--- src/rtl/fpmul_pkg.sv ---
// Shared types and constants for the FP multiplier driver and its FP helpers.
package fpmul_pkg;

  localparam int unsigned SIGN_W       = 1;
  localparam int unsigned EXP_W        = 8;
  localparam int unsigned MAN_W        = 23;
  localparam int unsigned WORD_W       = SIGN_W + EXP_W + MAN_W;
  localparam int unsigned CNT_W        = 8;
  localparam int unsigned DRAIN_CYCLES = 16;

  localparam logic [WORD_W-1:0] FP_QNAN     = 32'h7FC0_0000;
  localparam logic [EXP_W-1:0]  FP_EXP_ONES = 8'hFF;

  typedef enum logic [1:0] {
    IDLE  = 2'd0,
    ISSUE = 2'd1,
    DRAIN = 2'd2,
    HOLD  = 2'd3
  } state_e;

  typedef struct packed {
    logic [SIGN_W-1:0] sign;
    logic [EXP_W-1:0]  exp;
    logic [MAN_W-1:0]  man;
  } fp32_t;

endpackage

--- src/rtl/fpmul_driver_if.sv ---
// Operand/result handshakes plus the multiplier control bus of fpmul_driver.
interface fpmul_driver_if;
  import fpmul_pkg::*;

  logic              in_valid;
  logic              in_ready;
  logic [WORD_W-1:0] in_a;
  logic [WORD_W-1:0] in_b;

  logic              out_valid;
  logic              out_ready;
  logic [WORD_W-1:0] out_p;
  logic              out_uf;
  logic              out_of;
  logic              out_nan;
  logic              out_inf;
  logic              out_zero;
  logic              out_timeout;

  logic              fpm_start;
  logic [WORD_W-1:0] fpm_a;
  logic [WORD_W-1:0] fpm_b;
  logic              fpm_done;
  logic              fpm_uf;
  logic              fpm_of;
  logic [WORD_W-1:0] fpm_p;

  logic              busy;

  // Driver side.
  modport slave (
    input  in_valid, in_a, in_b, out_ready,
    input  fpm_done, fpm_uf, fpm_of, fpm_p,
    output in_ready, out_valid, out_p, out_uf, out_of,
    output out_nan, out_inf, out_zero, out_timeout,
    output fpm_start, fpm_a, fpm_b, busy
  );

  // Environment side: operand source, result sink and the multiplier.
  modport master (
    output in_valid, in_a, in_b, out_ready,
    output fpm_done, fpm_uf, fpm_of, fpm_p,
    input  in_ready, out_valid, out_p, out_uf, out_of,
    input  out_nan, out_inf, out_zero, out_timeout,
    input  fpm_start, fpm_a, fpm_b, busy
  );

endinterface

--- src/rtl/fp_classify.sv ---
// Combinational IEEE-754 single classifier: NaN / infinity / zero (sign ignored).
module fp_classify
  import fpmul_pkg::*;
(
  input  logic [WORD_W-1:0] word_i,
  output logic              nan_c_o,
  output logic              inf_c_o,
  output logic              zero_c_o
);

  fp32_t f;
  logic  exp_ones;
  logic  man_zero;
  logic  unused_sign;

  assign f           = word_i;
  assign unused_sign = f.sign;
  assign exp_ones    = (f.exp == FP_EXP_ONES);
  assign man_zero    = (f.man == '0);

  assign nan_c_o  = exp_ones & ~man_zero;
  assign inf_c_o  = exp_ones &  man_zero;
  assign zero_c_o = (f.exp == '0) & man_zero;

endmodule

--- src/rtl/fpmul_driver.sv ---
// Sequences one operand pair at a time through an external FP multiplier.
// Optional Done watchdog enabled by defining FPMUL_DRIVER_TIMEOUT_EN.
module fpmul_driver
  import fpmul_pkg::*;
#(
  parameter int unsigned TIMEOUT_CYCLES = 32
) (
  input  logic            clk,
  input  logic            rst,
  fpmul_driver_if.slave   bus
);

  state_e            state_q, state_d;
  logic              in_ready_q, in_ready_d;
  logic              fpm_start_q, fpm_start_d;
  logic [WORD_W-1:0] fpm_a_q, fpm_a_d;
  logic [WORD_W-1:0] fpm_b_q, fpm_b_d;
  logic              out_valid_q, out_valid_d;
  logic [WORD_W-1:0] out_p_q, out_p_d;
  logic              out_uf_q, out_uf_d;
  logic              out_of_q, out_of_d;
  logic              out_nan_q, out_nan_d;
  logic              out_inf_q, out_inf_d;
  logic              out_zero_q, out_zero_d;
  logic              busy_q, busy_d;
  logic [WORD_W-1:0] cap_word_c;
  logic              cls_nan_c, cls_inf_c, cls_zero_c;

`ifdef FPMUL_DRIVER_TIMEOUT_EN
  logic              out_timeout_q, out_timeout_d;
  logic [CNT_W-1:0]  cnt_q, cnt_d;
`else
  logic              unused_tmo;
  assign unused_tmo = ^CNT_W'(TIMEOUT_CYCLES);
`endif

  // Classification runs on whatever word is about to be captured into out_p.
  fp_classify u_classify (
    .word_i   (cap_word_c),
    .nan_c_o  (cls_nan_c),
    .inf_c_o  (cls_inf_c),
    .zero_c_o (cls_zero_c)
  );

  // Next-state and next-output logic.
  always_comb begin
    state_d    = state_q;
    fpm_a_d    = fpm_a_q;
    fpm_b_d    = fpm_b_q;
    out_p_d    = out_p_q;
    out_uf_d   = out_uf_q;
    out_of_d   = out_of_q;
    out_nan_d  = out_nan_q;
    out_inf_d  = out_inf_q;
    out_zero_d = out_zero_q;
    cap_word_c = bus.fpm_p;
`ifdef FPMUL_DRIVER_TIMEOUT_EN
    out_timeout_d = out_timeout_q;
    cnt_d         = cnt_q;
`endif

    unique case (state_q)
      IDLE: begin
        if (bus.in_valid && in_ready_q) begin
          state_d = ISSUE;
          fpm_a_d = bus.in_a;
          fpm_b_d = bus.in_b;
`ifdef FPMUL_DRIVER_TIMEOUT_EN
          cnt_d   = '0;
`endif
        end
      end

      ISSUE: begin
        if (bus.fpm_done) begin
          state_d    = HOLD;
          out_p_d    = bus.fpm_p;
          out_uf_d   = bus.fpm_uf;
          out_of_d   = bus.fpm_of;
          out_nan_d  = cls_nan_c;
          out_inf_d  = cls_inf_c;
          out_zero_d = cls_zero_c;
`ifdef FPMUL_DRIVER_TIMEOUT_EN
          out_timeout_d = 1'b0;
        end else if (cnt_q == CNT_W'(TIMEOUT_CYCLES - 1)) begin
          state_d = DRAIN;
          cnt_d   = '0;
        end else begin
          cnt_d   = cnt_q + CNT_W'(1);
`endif
        end
      end

`ifdef FPMUL_DRIVER_TIMEOUT_EN
      // Give a late Done a bounded window to land, then report a quiet NaN.
      DRAIN: begin
        cap_word_c = FP_QNAN;
        if (bus.fpm_done || (cnt_q == CNT_W'(DRAIN_CYCLES - 1))) begin
          state_d       = HOLD;
          out_p_d       = FP_QNAN;
          out_uf_d      = 1'b0;
          out_of_d      = 1'b0;
          out_nan_d     = cls_nan_c;
          out_inf_d     = cls_inf_c;
          out_zero_d    = cls_zero_c;
          out_timeout_d = 1'b1;
        end else begin
          cnt_d = cnt_q + CNT_W'(1);
        end
      end
`endif

      HOLD: begin
        if (bus.out_ready) state_d = IDLE;
      end

      default: state_d = IDLE;
    endcase

    in_ready_d  = (state_d == IDLE);
    fpm_start_d = (state_d == ISSUE);
    out_valid_d = (state_d == HOLD);
    busy_d      = (state_d != IDLE);
  end

  always_ff @(posedge clk) begin
    if (rst) begin
      state_q     <= IDLE;
      in_ready_q  <= 1'b0;
      fpm_start_q <= 1'b0;
      fpm_a_q     <= '0;
      fpm_b_q     <= '0;
      out_valid_q <= 1'b0;
      out_p_q     <= '0;
      out_uf_q    <= 1'b0;
      out_of_q    <= 1'b0;
      out_nan_q   <= 1'b0;
      out_inf_q   <= 1'b0;
      out_zero_q  <= 1'b0;
      busy_q      <= 1'b0;
`ifdef FPMUL_DRIVER_TIMEOUT_EN
      out_timeout_q <= 1'b0;
      cnt_q         <= '0;
`endif
    end else begin
      state_q     <= state_d;
      in_ready_q  <= in_ready_d;
      fpm_start_q <= fpm_start_d;
      fpm_a_q     <= fpm_a_d;
      fpm_b_q     <= fpm_b_d;
      out_valid_q <= out_valid_d;
      out_p_q     <= out_p_d;
      out_uf_q    <= out_uf_d;
      out_of_q    <= out_of_d;
      out_nan_q   <= out_nan_d;
      out_inf_q   <= out_inf_d;
      out_zero_q  <= out_zero_d;
      busy_q      <= busy_d;
`ifdef FPMUL_DRIVER_TIMEOUT_EN
      out_timeout_q <= out_timeout_d;
      cnt_q         <= cnt_d;
`endif
    end
  end

  assign bus.in_ready  = in_ready_q;
  assign bus.fpm_start = fpm_start_q;
  assign bus.fpm_a     = fpm_a_q;
  assign bus.fpm_b     = fpm_b_q;
  assign bus.out_valid = out_valid_q;
  assign bus.out_p     = out_p_q;
  assign bus.out_uf    = out_uf_q;
  assign bus.out_of    = out_of_q;
  assign bus.out_nan   = out_nan_q;
  assign bus.out_inf   = out_inf_q;
  assign bus.out_zero  = out_zero_q;
  assign bus.busy      = busy_q;
`ifdef FPMUL_DRIVER_TIMEOUT_EN
  assign bus.out_timeout = out_timeout_q;
`else
  assign bus.out_timeout = 1'b0;
`endif

endmodule

--- src/flat_wrapper.sv ---
// flat-port wrapper written by rule: the top's interface ports become plain ports
module fpmul_driver_flat import fpmul_pkg::*;
#(
  parameter int unsigned TIMEOUT_CYCLES = 32
)
  (clk, rst, bus_in_valid, bus_in_a, bus_in_b, bus_out_ready, bus_fpm_done, bus_fpm_uf, bus_fpm_of, bus_fpm_p, bus_in_ready, bus_out_valid, bus_out_p, bus_out_uf, bus_out_of, bus_out_nan, bus_out_inf, bus_out_zero, bus_out_timeout, bus_fpm_start, bus_fpm_a, bus_fpm_b, bus_busy);
  fpmul_driver_if bus_i ();
  input  logic clk;
  input  logic rst;
  input wire logic [$bits(bus_i.in_valid)-1:0] bus_in_valid;
  input wire logic [$bits(bus_i.in_a)-1:0] bus_in_a;
  input wire logic [$bits(bus_i.in_b)-1:0] bus_in_b;
  input wire logic [$bits(bus_i.out_ready)-1:0] bus_out_ready;
  input wire logic [$bits(bus_i.fpm_done)-1:0] bus_fpm_done;
  input wire logic [$bits(bus_i.fpm_uf)-1:0] bus_fpm_uf;
  input wire logic [$bits(bus_i.fpm_of)-1:0] bus_fpm_of;
  input wire logic [$bits(bus_i.fpm_p)-1:0] bus_fpm_p;
  output wire logic [$bits(bus_i.in_ready)-1:0] bus_in_ready;
  output wire logic [$bits(bus_i.out_valid)-1:0] bus_out_valid;
  output wire logic [$bits(bus_i.out_p)-1:0] bus_out_p;
  output wire logic [$bits(bus_i.out_uf)-1:0] bus_out_uf;
  output wire logic [$bits(bus_i.out_of)-1:0] bus_out_of;
  output wire logic [$bits(bus_i.out_nan)-1:0] bus_out_nan;
  output wire logic [$bits(bus_i.out_inf)-1:0] bus_out_inf;
  output wire logic [$bits(bus_i.out_zero)-1:0] bus_out_zero;
  output wire logic [$bits(bus_i.out_timeout)-1:0] bus_out_timeout;
  output wire logic [$bits(bus_i.fpm_start)-1:0] bus_fpm_start;
  output wire logic [$bits(bus_i.fpm_a)-1:0] bus_fpm_a;
  output wire logic [$bits(bus_i.fpm_b)-1:0] bus_fpm_b;
  output wire logic [$bits(bus_i.busy)-1:0] bus_busy;
  assign bus_i.in_valid = bus_in_valid;
  assign bus_i.in_a = bus_in_a;
  assign bus_i.in_b = bus_in_b;
  assign bus_i.out_ready = bus_out_ready;
  assign bus_i.fpm_done = bus_fpm_done;
  assign bus_i.fpm_uf = bus_fpm_uf;
  assign bus_i.fpm_of = bus_fpm_of;
  assign bus_i.fpm_p = bus_fpm_p;
  assign bus_in_ready = bus_i.in_ready;
  assign bus_out_valid = bus_i.out_valid;
  assign bus_out_p = bus_i.out_p;
  assign bus_out_uf = bus_i.out_uf;
  assign bus_out_of = bus_i.out_of;
  assign bus_out_nan = bus_i.out_nan;
  assign bus_out_inf = bus_i.out_inf;
  assign bus_out_zero = bus_i.out_zero;
  assign bus_out_timeout = bus_i.out_timeout;
  assign bus_fpm_start = bus_i.fpm_start;
  assign bus_fpm_a = bus_i.fpm_a;
  assign bus_fpm_b = bus_i.fpm_b;
  assign bus_busy = bus_i.busy;
  fpmul_driver #(.TIMEOUT_CYCLES(TIMEOUT_CYCLES)) u_core (.clk(clk), .rst(rst), .bus(bus_i));
endmodule
--- config.mk ---
export PLATFORM = sky130hd
export DESIGN_NAME = fpmul_driver_flat
export DESIGN_NICKNAME = d
export VERILOG_FILES = /design/src/rtl/fpmul_pkg.sv /design/src/rtl/fpmul_driver_if.sv /design/src/rtl/fp_classify.sv /design/src/rtl/fpmul_driver.sv /design/src/flat_wrapper.sv
export SDC_FILE = /design/constraint.sdc
export NUM_CORES = 1
export LEC_CHECK = 0
export CORE_MARGIN = 1.5
export CORE_UTILIZATION = 39
export CTS_CLUSTER_SIZE = 8
export DETAILED_ROUTE_END_ITERATION = 10
export PLACE_DENSITY = 0.81
export SLEW_MARGIN = 20
export SYNTH_ARGS = -nofsm -noshare
export SYNTH_HDL_FRONTEND = slang
export SYNTH_SLANG_ARGS = --single-unit
export TNS_END_PERCENT = 1
--- constraint.sdc ---
create_clock -name clk -period 1.7 [get_ports clk]
set_clock_uncertainty 0.1 [all_clocks]
set_input_delay 0.255 -clock clk [delete_from_list [all_inputs] [get_ports clk]]
set_output_delay 0.255 -clock clk [all_outputs]
set_load 0.01 [all_outputs]
==> results.sh <==
export IMPL_crit_required_ps=1340
export IMPL_endpoint="bus_fpm_a[1]"
export IMPL_antenna_left=0
export IMPL_cts_buffers=9
export IMPL_arrival_ps=1280
export IMPL_overflow=0
export IMPL_finalHoldViolCount=0
export IMPL_ys_types=24
export IMPL_outcome="complete, no violations"
export IMPL_rrSetupSlack_ps=140
export IMPL_worstPathMaxFanout=2
export IMPL_drcViolationCount=0
export IMPL_powerDensity_mw_per_mm2=812
export IMPL_path_buf_inv=1
export IMPL_min_period_over_period=0.963
export IMPL_gp_congestion=0.769
export IMPL_clk_pin_slew_ps=100
export IMPL_cts_max_level=3
export IMPL_io_pins=209
export IMPL_place_area_mm2=0.00602
export IMPL_grt_pass1_vias=3709
export IMPL_gr_usage_met3=0.0540
export IMPL_num_antenna_cells=0
export IMPL_rows=36
export IMPL_clk_latency_ps=360
export IMPL_drtIter0Drc=102
export IMPL_grt_antenna_before_repair=0
export IMPL_clockRootBuffer="clkbuf_8"
export IMPL_fin_area_mm2=0.00621
export IMPL_crit_type="reg2out"
export IMPL_cp_startpoint="u_core.bus.fpm_a[1]$_SDFFE_PP0P_"
export IMPL_cp_top_family="buffers and inverters"
export IMPL_ys_seq_elements=107
export IMPL_fin_tns_setup_ps=0
export IMPL_clock_sinks=107
export IMPL_synthesis_nets=577
export IMPL_vdd_ir_drop_max_mv=0.442
export IMPL_stdcell_count=812
export IMPL_port_buffers=207
export IMPL_syn_area_per_cell_um2=8.09
export IMPL_synth_cells=474
export IMPL_cp_slowest_stage_delay_ps=570
export IMPL_final_nets=777
export IMPL_fin_crit_ps=1640
export IMPL_grt_pass1_wl_um=16800
export IMPL_dpl_hpwl_um=8110
export IMPL_netlist_area_mm2=0.00383
export IMPL_hold_path_class="in2reg"
export IMPL_placed_cells=796
export IMPL_grt_max_degree=65
export IMPL_maxCapViolCount=0
export IMPL_use_met2=0.368
export IMPL_start_kind="register"
export IMPL_core_area_mm2=0.00964
export IMPL_wl_per_cell_um=13.5
export IMPL_drt_total_wl_um=11000
export IMPL_clock_fmax_ghz=0.611
export IMPL_via_count=3899
export IMPL_worstSetupPathDepth=1
export IMPL_r2r_cells=4
export IMPL_area_growth_synth_to_final_pct=62.1
export IMPL_reg2reg_to="u_core.bus.fpm_b[11]$_SDFFE_PP0P_"
export IMPL_reg2reg_from="u_core.state_q[0]$_SDFF_PP0_"
export IMPL_cts_repair_resize_count=0
export IMPL_post_cts_setup_buffer_count=0
export IMPL_die_y_um=102
export IMPL_final_max_slew_viol_count=0
export IMPL_vias_per_cell=4.80
export IMPL_rsz0062_at_grt="false"
export IMPL_holdWs_ps=256
export IMPL_start_util=0.398
export IMPL_clock_path_buffers=2
export IMPL_use_met1=0.222
export IMPL_worstMarginPinSlew_ps=526
export IMPL_grt_busiest_layer="met2"
export IMPL_ys_warn_count=0
export IMPL_end_kind="primary output"
export IMPL_postCtsHoldBufs=0
export IMPL_grt_use_total=0.204
export IMPL_crit_slowest_cell="clkdlybuf4s50_1"
export IMPL_crit_chain="clkdlybuf4s50_1"
export IMPL_finalSetupViolations=0
export IMPL_leakagePower_uw=0.00215
export IMPL_die_x_um=102
export IMPL_cts_tree="yes"
export IMPL_fin_util=0.645
export IMPL_relSlewSlack=0.650
export IMPL_firstDrtPassIters=4
export IMPL_drive_gt1_frac=0.0560
export IMPL_ys_seq_area_frac=0.559
export IMPL_dieArea_mm2=0.0104
-- per-stage QoR --
stage / setup WS (ps) / power [uW]
floorplan: 267 / 3080
global placement: -234 / 3600
detailed placement: -283 / 3630
CTS: 31.5 / 5100
global route: 1.25 / 5270
finish: 62.6 / 5040
-- flip-flops by register name (all words and copies together) (netlist names) --
name                  flops
u_core.bus.fpm_a         32
u_core.bus.out_nan        1
u_core.bus.out_of         1
u_core.bus.out_zero       1
u_core.bus.fpm_b         32
u_core.bus.out_uf         1
u_core.bus.out_valid      1
u_core.bus.out_p         32
u_core.bus.in_ready       1
u_core.bus.out_inf        1
u_core.bus.busy           1
u_core.state_q            2
u_core.bus.fpm_start      1
-- Yosys cell counts, drive strengths merged --
cell / number / area, um2
nand2: 200 / 751
dfxtp: 107 / 2140
a21oi: 99 / 495
buf: 23 / 173
clkbuf: 12 / 45.0
nor4: 7 / 43.8
nor2: 4 / 15.0
nand4: 3 / 18.8
nor3: 3 / 15.0
a22o: 2 / 17.5
nand3b: 2 / 15.0
nor3b: 2 / 15.0
and3b: 1 / 8.76
conb: 1 / 3.75
inv: 1 / 3.75
mux2: 1 / 11.3
mux2i: 1 / 10.0
nor2b: 1 / 6.26
nor4b: 1 / 15.0
o41ai: 1 / 16.3
or2: 1 / 6.26
or3: 1 / 6.26
-- logic make-up after synthesis --
| group | synth area share |
|---|---|
| and+or+nand+nor | 0.239 |
| DFF | 0.559 |
| AOI/OAI and AO/OA | 0.138 |
| buffers and inverters | 0.0578 |
| muxes | 0.00555 |
| other | 0.000978 |
-- layout make-up --
| type | instances | area, um2 |
|---|---|---|
| inverter | 1 | 3.75 |
| fill | 834 | 3430 |
| multi-input combinational | 331 | 1480 |
| sequential | 107 | 2140 |
| timing repair buffer | 224 | 2230 |
| tap | 133 | 166 |
| clock buffer | 13 | 169 |
| clock inverter | 3 | 21.3 |
-- routing by layer --
layer,up-vias,routed length [um]
li1,1936,-
met2,150,5550
met1,1788,4240
met3,25,872
met5,-,0
met4,0,331
-- cell usage in the layout (no fill, tap or decap) --
cell type | synthesis | final
or3_2 | 0 | 1
nor2b_1 | 1 | 1
clkinvlp_4 | 0 | 1
clkinv_2 | 0 | 1
a22o_1 | 2 | 2
nand4_1 | 3 | 3
nand3b_1 | 2 | 2
buf_4 | 8 | 15
clkdlybuf4s50_1 | 0 | 206
inv_1 | 1 | 1
or2_1 | 1 | 1
o41ai_2 | 1 | 1
a21oi_1 | 99 | 99
dfxtp_1 | 107 | 107
mux2_2 | 1 | 1
clkinv_4 | 0 | 1
nand2_1 | 200 | 200
clkbuf_1 | 12 | 1
and3b_1 | 1 | 1
buf_12 | 0 | 3
mux2i_1 | 1 | 1
nor3_2 | 0 | 1
nor3b_1 | 2 | 2
nor3_1 | 3 | 2
nor4_1 | 7 | 7
clkbuf_8 | 0 | 12
nor4b_2 | 1 | 1
conb_1 | 1 | 1
nor2_1 | 4 | 4
-- where the power goes --
part	total (uW)	internal (uW)	switching [uW]
combinational	884	508	376
sequential	2680	2620	60.4
clock	1480	655	824
total	5040	3780	1260
-- how the worst min path moves through the flow --
stage,cells past startpoint,to,from
floorplan,2,u_core.bus.fpm_a[0]$_SDFFE_PP0P_,bus_in_a[0]
global placement,2,u_core.bus.out_p[12]$_SDFFE_PP0P_,u_core.bus.out_p[12]$_SDFFE_PP0P_
detailed placement,2,u_core.bus.fpm_a[0]$_SDFFE_PP0P_,u_core.bus.fpm_a[0]$_SDFFE_PP0P_
CTS,2,u_core.state_q[0]$_SDFF_PP0_,rst
global route,2,u_core.state_q[0]$_SDFF_PP0_,rst
finish,2,u_core.state_q[0]$_SDFF_PP0_,rst
(Power assumes the default switching activity.)
